==> src/rtl/instruction_encoder_pkg.sv <==
// Field map shared by the instruction decoder and encoder, so both ends
// agree on where each field lives inside a 32-bit instruction word.
package instr_fields_pkg;

  localparam int OPCODE_W  = 5;
  localparam int REG_W     = 5;
  localparam int LIT_W     = 12;
  localparam int INSTR_W   = 32;
  localparam int DEC_LIT_W = 64;

  localparam int OP_LSB  = 27;
  localparam int RD_LSB  = 22;
  localparam int RS_LSB  = 17;
  localparam int RT_LSB  = 12;
  localparam int LIT_LSB = 0;

  typedef struct packed {
    logic [OPCODE_W-1:0] opcode;
    logic [REG_W-1:0]    rd;
    logic [REG_W-1:0]    rs;
    logic [REG_W-1:0]    rt;
    logic [LIT_W-1:0]    literal;
  } instr_fields_t;

  // Places each field at its fixed bit position; no opcode-specific rewriting.
  function automatic logic [INSTR_W-1:0] pack_instr(input instr_fields_t f);
    logic [INSTR_W-1:0] w;
    w = '0;
    w[OP_LSB  +: OPCODE_W] = f.opcode;
    w[RD_LSB  +: REG_W]    = f.rd;
    w[RS_LSB  +: REG_W]    = f.rs;
    w[RT_LSB  +: REG_W]    = f.rt;
    w[LIT_LSB +: LIT_W]    = f.literal;
    return w;
  endfunction

endpackage

==> src/rtl/instruction_encoder_if.sv <==
// Field-input and memory-write handshake bundle of the instruction encoder.
// The master side drives decoded fields and consumes encoded words.
interface instruction_encoder_if #(
  parameter int ADDR_W = 16
);
  import instr_fields_pkg::*;

  logic                  in_valid;
  logic                  in_ready;
  logic [OPCODE_W-1:0]   opcode;
  logic [REG_W-1:0]      rd;
  logic [REG_W-1:0]      rs;
  logic [REG_W-1:0]      rt;
  logic [DEC_LIT_W-1:0]  literal;

  logic                  out_valid;
  logic                  out_ready;
  logic [INSTR_W-1:0]    out_word;
  logic [ADDR_W-1:0]     out_addr;

  modport master (
    output in_valid, opcode, rd, rs, rt, literal, out_ready,
    input  in_ready, out_valid, out_word, out_addr
  );

  modport slave (
    input  in_valid, opcode, rd, rs, rt, literal, out_ready,
    output in_ready, out_valid, out_word, out_addr
  );

endinterface

==> src/rtl/instruction_encoder_fifo.sv <==
// Small first-word-fall-through FIFO for {word, address} entries.
// Pointers carry one extra wrap bit so full and empty stay distinguishable.
module encoder_fifo #(
  parameter int DEPTH = 4,
  parameter int WIDTH = 48
) (
  input  logic             clk,
  input  logic             rst_n,
  input  logic             clear,
  input  logic             wr_valid_i,
  output logic             wr_ready_o,
  input  logic [WIDTH-1:0] wr_data_i,
  output logic             rd_valid_o,
  input  logic             rd_ready_i,
  output logic [WIDTH-1:0] rd_data_o
);

  localparam int IDX_W = $clog2(DEPTH);
  localparam int PTR_W = IDX_W + 1;

  logic [PTR_W-1:0] wr_ptr_q, wr_ptr_d;
  logic [PTR_W-1:0] rd_ptr_q, rd_ptr_d;
  logic [WIDTH-1:0] mem_q [DEPTH];
  logic             full;
  logic             empty;
  logic             push;
  logic             pop;

  assign empty = (wr_ptr_q == rd_ptr_q);
  assign full  = (wr_ptr_q[PTR_W-1] != rd_ptr_q[PTR_W-1]) &&
                 (wr_ptr_q[IDX_W-1:0] == rd_ptr_q[IDX_W-1:0]);

  assign wr_ready_o = !full;
  assign rd_valid_o = !empty;
  assign rd_data_o  = mem_q[rd_ptr_q[IDX_W-1:0]];

  assign push = wr_valid_i && !full && !clear;
  assign pop  = !empty && rd_ready_i && !clear;

  // Pointer advance; a flush rewinds both pointers and wins over push/pop.
  always_comb begin
    wr_ptr_d = wr_ptr_q;
    rd_ptr_d = rd_ptr_q;
    if (clear) begin
      wr_ptr_d = '0;
      rd_ptr_d = '0;
    end else begin
      if (push) wr_ptr_d = wr_ptr_q + PTR_W'(1);
      if (pop)  rd_ptr_d = rd_ptr_q + PTR_W'(1);
    end
  end

  // Pointer registers.
  always_ff @(posedge clk or negedge rst_n) begin
    if (!rst_n) begin
      wr_ptr_q <= '0;
      rd_ptr_q <= '0;
    end else begin
      wr_ptr_q <= wr_ptr_d;
      rd_ptr_q <= rd_ptr_d;
    end
  end

  // Storage; zeroed on reset so the head reads as zero while in reset.
  always_ff @(posedge clk or negedge rst_n) begin
    if (!rst_n) begin
      for (int i = 0; i < DEPTH; i++) mem_q[i] <= '0;
    end else if (push) begin
      mem_q[wr_ptr_q[IDX_W-1:0]] <= wr_data_i;
    end
  end

endmodule

==> src/rtl/instruction_encoder.sv <==
// Packs decoded fields into 32-bit instruction words, rejects literals that
// do not fit in 12 bits, tags each word with a sequential program address
// and queues it toward the memory-write port.
module instruction_encoder
  import instr_fields_pkg::*;
#(
  parameter int                DEPTH     = 4,
  parameter int                ADDR_W    = 16,
  parameter logic [ADDR_W-1:0] BASE_ADDR = '0
) (
  input  logic                    clk,
  input  logic                    rst_n,
  input  logic                    clear,
  instruction_encoder_if.slave    bus,
  output logic                    err_overflow,
  output logic [7:0]              err_count
);

  localparam int ENTRY_W = INSTR_W + ADDR_W;

  instr_fields_t       fields;
  logic [INSTR_W-1:0]  word;
  logic                lit_ok;
  logic                in_ready;
  logic                fifo_ready;
  logic                accept;
  logic                push;
  logic [ENTRY_W-1:0]  head;

  logic [ADDR_W-1:0]   addr_q, addr_d;
  logic                err_overflow_q, err_overflow_d;
  logic [7:0]          err_count_q, err_count_d;

  assign fields = '{opcode:  bus.opcode,
                    rd:      bus.rd,
                    rs:      bus.rs,
                    rt:      bus.rt,
                    literal: bus.literal[LIT_W-1:0]};
  assign word   = pack_instr(fields);
  assign lit_ok = ~|bus.literal[DEC_LIT_W-1:LIT_W];

  // Ready is held low during reset and flush and never looks at out_ready.
  assign in_ready    = rst_n && !clear && fifo_ready;
  assign bus.in_ready = in_ready;
  assign accept      = bus.in_valid && in_ready;
  assign push        = accept && lit_ok;

  encoder_fifo #(
    .DEPTH (DEPTH),
    .WIDTH (ENTRY_W)
  ) u_fifo (
    .clk        (clk),
    .rst_n      (rst_n),
    .clear      (clear),
    .wr_valid_i (push),
    .wr_ready_o (fifo_ready),
    .wr_data_i  ({word, addr_q}),
    .rd_valid_o (bus.out_valid),
    .rd_ready_i (bus.out_ready),
    .rd_data_o  (head)
  );

  assign bus.out_word = head[ENTRY_W-1 -: INSTR_W];
  assign bus.out_addr = head[ADDR_W-1:0];

  assign err_overflow = err_overflow_q;
  assign err_count    = err_count_q;

  // Address advances only on a stored word; rejected sets bump the error state.
  always_comb begin
    addr_d         = addr_q;
    err_overflow_d = 1'b0;
    err_count_d    = err_count_q;
    if (clear) begin
      addr_d      = BASE_ADDR;
      err_count_d = '0;
    end else if (push) begin
      addr_d = addr_q + ADDR_W'(1);
    end else if (accept) begin
      err_overflow_d = 1'b1;
      if (err_count_q != 8'hFF) err_count_d = err_count_q + 8'd1;
    end
  end

  // Address counter and error registers.
  always_ff @(posedge clk or negedge rst_n) begin
    if (!rst_n) begin
      addr_q         <= BASE_ADDR;
      err_overflow_q <= 1'b0;
      err_count_q    <= '0;
    end else begin
      addr_q         <= addr_d;
      err_overflow_q <= err_overflow_d;
      err_count_q    <= err_count_d;
    end
  end

endmodule

==> src/flat_wrapper.sv <==
// flat-port wrapper written by rule: the top's interface ports become plain ports
module instruction_encoder_flat import instr_fields_pkg::*;
#(
  parameter int                DEPTH     = 4,
  parameter int                ADDR_W    = 16,
  parameter logic [ADDR_W-1:0] BASE_ADDR = '0
)
  (clk, rst_n, clear, err_overflow, err_count, bus_in_valid, bus_opcode, bus_rd, bus_rs, bus_rt, bus_literal, bus_out_ready, bus_in_ready, bus_out_valid, bus_out_word, bus_out_addr);
  instruction_encoder_if #(.ADDR_W(ADDR_W)) bus_i ();
  input  logic clk;
  input  logic rst_n;
  input  logic clear;
  output logic err_overflow;
  output logic [7:0] err_count;
  input wire logic [$bits(bus_i.in_valid)-1:0] bus_in_valid;
  input wire logic [$bits(bus_i.opcode)-1:0] bus_opcode;
  input wire logic [$bits(bus_i.rd)-1:0] bus_rd;
  input wire logic [$bits(bus_i.rs)-1:0] bus_rs;
  input wire logic [$bits(bus_i.rt)-1:0] bus_rt;
  input wire logic [$bits(bus_i.literal)-1:0] bus_literal;
  input wire logic [$bits(bus_i.out_ready)-1:0] bus_out_ready;
  output wire logic [$bits(bus_i.in_ready)-1:0] bus_in_ready;
  output wire logic [$bits(bus_i.out_valid)-1:0] bus_out_valid;
  output wire logic [$bits(bus_i.out_word)-1:0] bus_out_word;
  output wire logic [$bits(bus_i.out_addr)-1:0] bus_out_addr;
  assign bus_i.in_valid = bus_in_valid;
  assign bus_i.opcode = bus_opcode;
  assign bus_i.rd = bus_rd;
  assign bus_i.rs = bus_rs;
  assign bus_i.rt = bus_rt;
  assign bus_i.literal = bus_literal;
  assign bus_i.out_ready = bus_out_ready;
  assign bus_in_ready = bus_i.in_ready;
  assign bus_out_valid = bus_i.out_valid;
  assign bus_out_word = bus_i.out_word;
  assign bus_out_addr = bus_i.out_addr;
  instruction_encoder #(.DEPTH(DEPTH), .ADDR_W(ADDR_W), .BASE_ADDR(BASE_ADDR)) u_core (.clk(clk), .rst_n(rst_n), .clear(clear), .bus(bus_i), .err_overflow(err_overflow), .err_count(err_count));
endmodule
==> config.mk <==
export PLATFORM = sky130hd
export DESIGN_NAME = instruction_encoder_flat
export DESIGN_NICKNAME = d
export VERILOG_FILES = /design/src/rtl/instruction_encoder_pkg.sv /design/src/rtl/instruction_encoder_if.sv /design/src/rtl/instruction_encoder_fifo.sv /design/src/rtl/instruction_encoder.sv /design/src/flat_wrapper.sv
export SDC_FILE = /design/constraint.sdc
export NUM_CORES = 1
export LEC_CHECK = 0
export ABC_AREA = 1
export ABC_CLOCK_PERIOD_IN_PS = 2600
export CORE_MARGIN = 8
export CORE_UTILIZATION = 50
export DETAILED_ROUTE_END_ITERATION = 7
export HOLD_SLACK_MARGIN = 0.15
export PLACE_DENSITY = 0.77
export SETUP_SLACK_MARGIN = 0.1
export SYNTH_ARGS = -nofsm -noshare
export SYNTH_HDL_FRONTEND = slang
export SYNTH_SLANG_ARGS = --single-unit
==> constraint.sdc <==
create_clock -name clk -period 2.6 [get_ports clk]
set_input_delay 0.26 -clock clk [delete_from_list [all_inputs] [get_ports clk]]
set_output_delay 0.26 -clock clk [all_outputs]
set_load 0.01 [all_outputs]
Yosys cells after proc, flatten, opt, wreduce, memory -nomap -nowiden
Index checks and enable logic that the tools add are counted.

$add $sub $neg: 4. Multiply operators: 0. Div/mod/pow operators: 0. Magnitude comparators: 3. Equality and inequality tests: 5. Shift operators: 0. Mux-type cells: 19. Bitwise gates (word level): 2. Reductions and logical operators: 21.

Operators with widths (count): 192-bit bitwise mux (1); 48-bit two-way mux (3); 48-bit binary-select mux with 2-bit select (1); 48-bit demux with 2-bit select (1); 52-bit OR reduction (1); 16-bit two-way mux (2); 8-bit two-way mux (4); 16-bit by 1-bit adder with 16-bit output (second input constant) (1); 3-bit two-way mux (4); 1-bit logical AND (10); 2-bit nonzero test (5); 8-bit by 1-bit adder with 8-bit output (second input constant) (1); 8-bit inequality test (second input constant) (1); 3-bit by 1-bit adder with 3-bit output (second input constant) (2); 3-bit greater-or-equal comparator (second input constant) (2); 2-bit NOT with 3-bit output (2); 1-bit zero test (4); 3-bit equality test (1); 3-bit by 1-bit < comparator with 1-bit output (second input constant) (1); 1-bit two-way mux (3); 3-bit AND reduction (1); 2-bit equality test (1); 2-bit inequality test (second input constant) (1); 1-bit inequality test (1).

Register bits: 223. Latch bits: 0. RAM bits: 0. Memory bits (read-only): 0. Input bits: 89. Word-level logic and storage cells: 63. Memories: 0.

Longest topological paths before layout
Depth in word-level cells: 10. Mapped depth: 13. Mapped depth without buffers: 11.

Hierarchy
From an unflattened synthesis, not the netlist that was laid out.

Cell total of the unflattened synthesis: 1449. Area total of the unflattened synthesis: 10963.0 um^2.

Modules (own cells, without submodules): encoder_fifo (times used 1, cells each 1146, area each 9026.2 um^2, seq. area each 4954.8 um^2); instruction_encoder (times used 1, cells each 303, area each 1936.9 um^2, seq. area each 625.6 um^2).

Worst setup path before layout
No wires, ideal clock.

Kind: flip-flop to flip-flop. From: reg u_core.u_fifo.rd_ptr_q[0]. To: reg u_core.u_fifo.mem_q[27] (netlist bit). Data arrival time: 1.594 ns. Data required time: 2.483 ns. Setup slack: 0.890 ns. Cell stages (with the launch flop): 13. Buffers on the path: 3. Period minus slack after synthesis: 1.710 ns. Cells stage by stage: dfrtp_1 buf_2 xnor2_1 nand3_1 nand2_1 nor2_4 inv_2 nor2_8 nand2_1 buf_2 buf_2 nand2_1 nand2_1.

Longest elaborated chain between the ends: 8.

Ends and longest elaborated chain: start: declaration (RTL line instruction_encoder_fifo.sv:22) `logic [PTR_W-1:0] rd_ptr_q, rd_ptr_d;`; start signal: assignment (RTL line instruction_encoder_fifo.sv:60) `rd_ptr_q <= rd_ptr_d;`; 2-bit equality test (*) (RTL line instruction_encoder_fifo.sv:31) `(wr_ptr_q[IDX_W-1:0] == rd_ptr_q[IDX_W-1:0]);`; 1-bit logical AND (*) (RTL line instruction_encoder_fifo.sv:30) `assign full = (wr_ptr_q[PTR_W-1] != rd_ptr_q[PTR_W-1]) &&`; 1-bit zero test (*) (RTL line instruction_encoder_fifo.sv:33, instruction_encoder_fifo.sv:37); 1-bit logical AND (RTL line instruction_encoder.sv:43) `assign in_ready = rst_n && !clear && fifo_ready;`; 1-bit logical AND (RTL line instruction_encoder.sv:45) `assign accept = bus.in_valid && in_ready;`; 1-bit logical AND (RTL line instruction_encoder.sv:46) `assign push = accept && lit_ok;`; 1-bit logical AND (*) (2 in a row) (RTL line instruction_encoder_fifo.sv:37) `assign push = wr_valid_i && !full && !clear;`; end signal: indexed assignment (RTL line instruction_encoder_fifo.sv:69) `mem_q[wr_ptr_q[IDX_W-1:0]] <= wr_data_i;`; end: declaration (RTL line instruction_encoder_fifo.sv:23) `logic [WIDTH-1:0] mem_q [DEPTH];`.

Mark *: on every way between the ends. The rest lies on a longest branch, timed or not. A chain may end at the register's enable or synchronous reset.

Final worst setup path
From: reg u_core.u_fifo.rd_ptr_q[0]. To: out bus_out_addr[12].

Longest elaborated chain between the ends: 4.

Ends and longest elaborated chain: 2-bit NOT with 3-bit output (not written as such) (RTL line instruction_encoder_fifo.sv:35) `assign rd_data_o = mem_q[rd_ptr_q[IDX_W-1:0]];`; 48-bit binary-select mux with 2-bit select (RTL line instruction_encoder_fifo.sv:35); 48-bit two-way mux (not written as such) (2 in a row) (RTL line instruction_encoder_fifo.sv:35); end: declaration (RTL line flat_wrapper.sv:25) `output wire logic [$bits(bus_i.out_addr)-1:0] bus_out_addr;`.

No other way between the ends. The select of a mux whose other input is x is not followed.

==> run summary <==
Logic pwr share = 25.5%
Syn avg cell area = 7.68 sq um
P_leak = 7.26 nW
Post-Syn Instances = 1423
RR Endpoint = u_core.u_fifo.mem_q[170]
Htree depth = 1
TritonRoute pass-1 iters = 5
Die area = 26800 sq um
Sequential share of power = 36.1%
Post-route ant nets = 0
Vias = 10400
Routability cong. = 0.805
Synth Warn # = 0
Critical Path Sink = bus_out_addr[12]
Clock Pin Slew Worst Setup and Hold Paths = 0.06 ns
Relative slew slack = 36.7%
WP data arrival = 2.22 ns
Max Slew Vio Count = 0
Final Hold Fails = 0
Clock Latency Late Sink = 0.53 ns
IO Port Bufs = 147
DP HPWL = 18500 um
Setup Skew = 0.0206 ns
Max Root-Sink Buffers = 3
Crit. Startpoint = u_core.u_fifo.rd_ptr_q[0]
Vias per std cell = 5.70
Min Tclk post-route = 2.48 ns
Clk sinks = 223
CTS buffer count = 25
Worst hold path startpoint = bus_rd[2]
Worst Path Max Fanout = 50
Row count = 54
First-pass GRT wire length = 51300 um
Die Span Y = 164 um
Area growth, synth to finish = 25.5%
Finish-stage setup viols = 0
Power Total = 9.78 mW
Hold Crit Class = primary input to register
Starting Density = 50.5%
Ranking of synthesized cells by area = dfrtp_1 (51%), nand2_1 (16%), nand3_1 (11%)
Ys flop type = dfrtp_1
DRC Markers = 0
Number of flops mapped to enable cells by yosys = 0
Number of global-route vias before repair = 9945
Synth area leader = dfrtp_1
Area of the core = 21600 sq um
Synth top area share = 51.1%
Post-synthesis sequential area ratio = 51.1%
Fmax achieved = 403 MHz
CTS tree = built
CP Launch Type = register
RSZ-0062 raised after global routing = true
Iter 0 DRT Violations = 1317
Switch share = 29.2%
Fin crit share = 95.4%
Share of flip-flops with an asynchronous set or reset = 100%
I/O Pins = 148
Cell area after layout = 13700 sq um
Ant. Diodes = 0
Die span in x = 164 um
Pin count of the biggest net entering global routing = 173
Int Pwr = 6.92 mW
Gr ovfl total = 0
NetSw = 2.86 mW
WL final = 31900 um
Hold slack = 0.386 ns
Layout Nets = 1618
Synth Cell Area = 10900 sq um
Setup TNS = 0 ns
Layout cells sized above 1 = 6.62%
Status = finished, final reports clean
Reg2reg path depth = 12
WL/cell = 17.5 um
Critical path class = register to output port
Worst r2r src = u_core.u_fifo.rd_ptr_q[1]
Gr usage total = 23.2%
Register bit total from synthesis = 223
Reg2Reg Setup Slack = 0.29 ns
Initial antenna violation count = 1
Clock Power Share = 38.3%
Root cell of the clock tree = clkbuf_16
Max_cap viols = 0
CP Capture Type = output port
Synthesized Nets = 1519
Pwr dens = 713 nW/um^2
Most frequent cell after synthesis = nand2_1
Worst Tran Pin Value = 0.949 ns
Yosys cell types = 24
Worst endpoint required time = 2.34 ns
Peak supply drop = 0.394 mV
Top cells by count, synth = nand2_1 (473), nand3_1 (240), dfrtp_1 (223)
WHS Path Cells = 3
Cell Area, Placed = 12700 sq um
==> state kept, by name, indices dropped and copies added, names as in the netlist <==
name                    count
u_core.u_fifo.mem_q       192
u_core.addr_q              16
u_core.err_count            8
u_core.u_fifo.rd_ptr_q      3
u_core.u_fifo.wr_ptr_q      3
u_core.err_overflow         1
==> layout by cell type (no fill, tap or decap), types with 3 or more instances in the layout <==
cell type        count
buf_4               24
clkdlybuf4s50_1    116
inv_1               22
nor3_1               9
xor2_1              16
nand4_1              7
dfrtp_1            221
o21ai_0             99
ha_1                 3
nand3_1            240
buf_12              11
nand2_2              4
clkbuf_16           25
clkinv_2             6
o22ai_1             45
dlymetal6s2s_1      17
nand3b_1             8
clkbuf_8             5
o22ai_2              3
nand2_1            469
ha_2                 4
nor2_1             145
dlygate4sd2_1       13
bufinv_16            4
==> through the flow <==
stage	cells	util, %	setup WS [ns]
6_report	1821	63.4	0.119
5_1_grt	1821	63.4	0.0521
4_1_cts	1821	63.2	0.00431
3_5_place_dp	1770	58.7	0.259
3_3_place_gp	1770	58.7	0.292
2_1_floorplan	1423	-	0.890
==> worst max-delay path: stages (launching register included) <==
cell	delay [ns]
dfrtp_2	0.48
buf_12	0.26
o21ai_0	0.16
o22ai_2	0.22
clkdlybuf4s50_1	0.57
==> power groups by stage <==
stage	sequential, mW	combinational [mW]	clock, mW
6_report	3.53	2.50	3.75
4_1_cts	3.53	2.54	3.81
2_1_floorplan	3.57	1.10	0
3_5_place_dp	3.58	2.44	0
3_3_place_gp	3.58	2.42	0
5_1_grt	3.53	2.70	3.96
==> cell families (layout without fill, tap and decap cells) <==
group	Yosys count	after routing	synth area share [%]
simple gates	887	887	34.1
xor+xnor	18	18	1.44
compound gates	148	148	7.33
fa+ha+maj	7	7	0.801
flops	223	223	51.1
buf+inv	140	258	5.30
==> worst min-delay path by stage <==
stage | slack, ns | end
5_1_grt | 0.40 | u_core.u_fifo.rd_ptr_q[2]
4_1_cts | 0.37 | u_core.u_fifo.rd_ptr_q[2]
3_3_place_gp | 0.45 | u_core.u_fifo.mem_q[109]
3_5_place_dp | 0.45 | u_core.u_fifo.mem_q[99]
6_report | 0.39 | u_core.u_fifo.mem_q[184]
2_1_floorplan | -0.04 | u_core.addr_q[0]
==> timing repair <==
| action | in CTS | in global routing |
|---|---|---|
| gates cloned | 2 | 0 |
| resized for setup | 19 | 20 |
| buffers inserted | 2 | 0 |
| pin swaps | 1 | 0 |
| hold endpoints to repair | 223 | 0 |
| hold buffers | 1 | 0 |
| setup endpoints to repair | 40 | 33 |
==> metal layers <==
layer  global-route usage (%)  part of all wire [%]  vias to the layer above
met5                        0                 0.038                        -
met4                     6.12                   1.8                        2
met3                     5.56                    10                       52
met2                     37.2                    46                      508
met1                     31.2                    42                     4967
li1                         -                     -                     4855
==> cell type report <==
class / instances / area [sq um]
multi-input cells: 1060 / 4810
fillers: 1826 / 7910
flip-flops and latches: 223 / 5580
clock buffers: 32 / 702
clock inverters: 14 / 183
inverters: 26 / 103
well taps: 280 / 350
repair buffers: 186 / 1990
(Power assumes the default switching activity.)
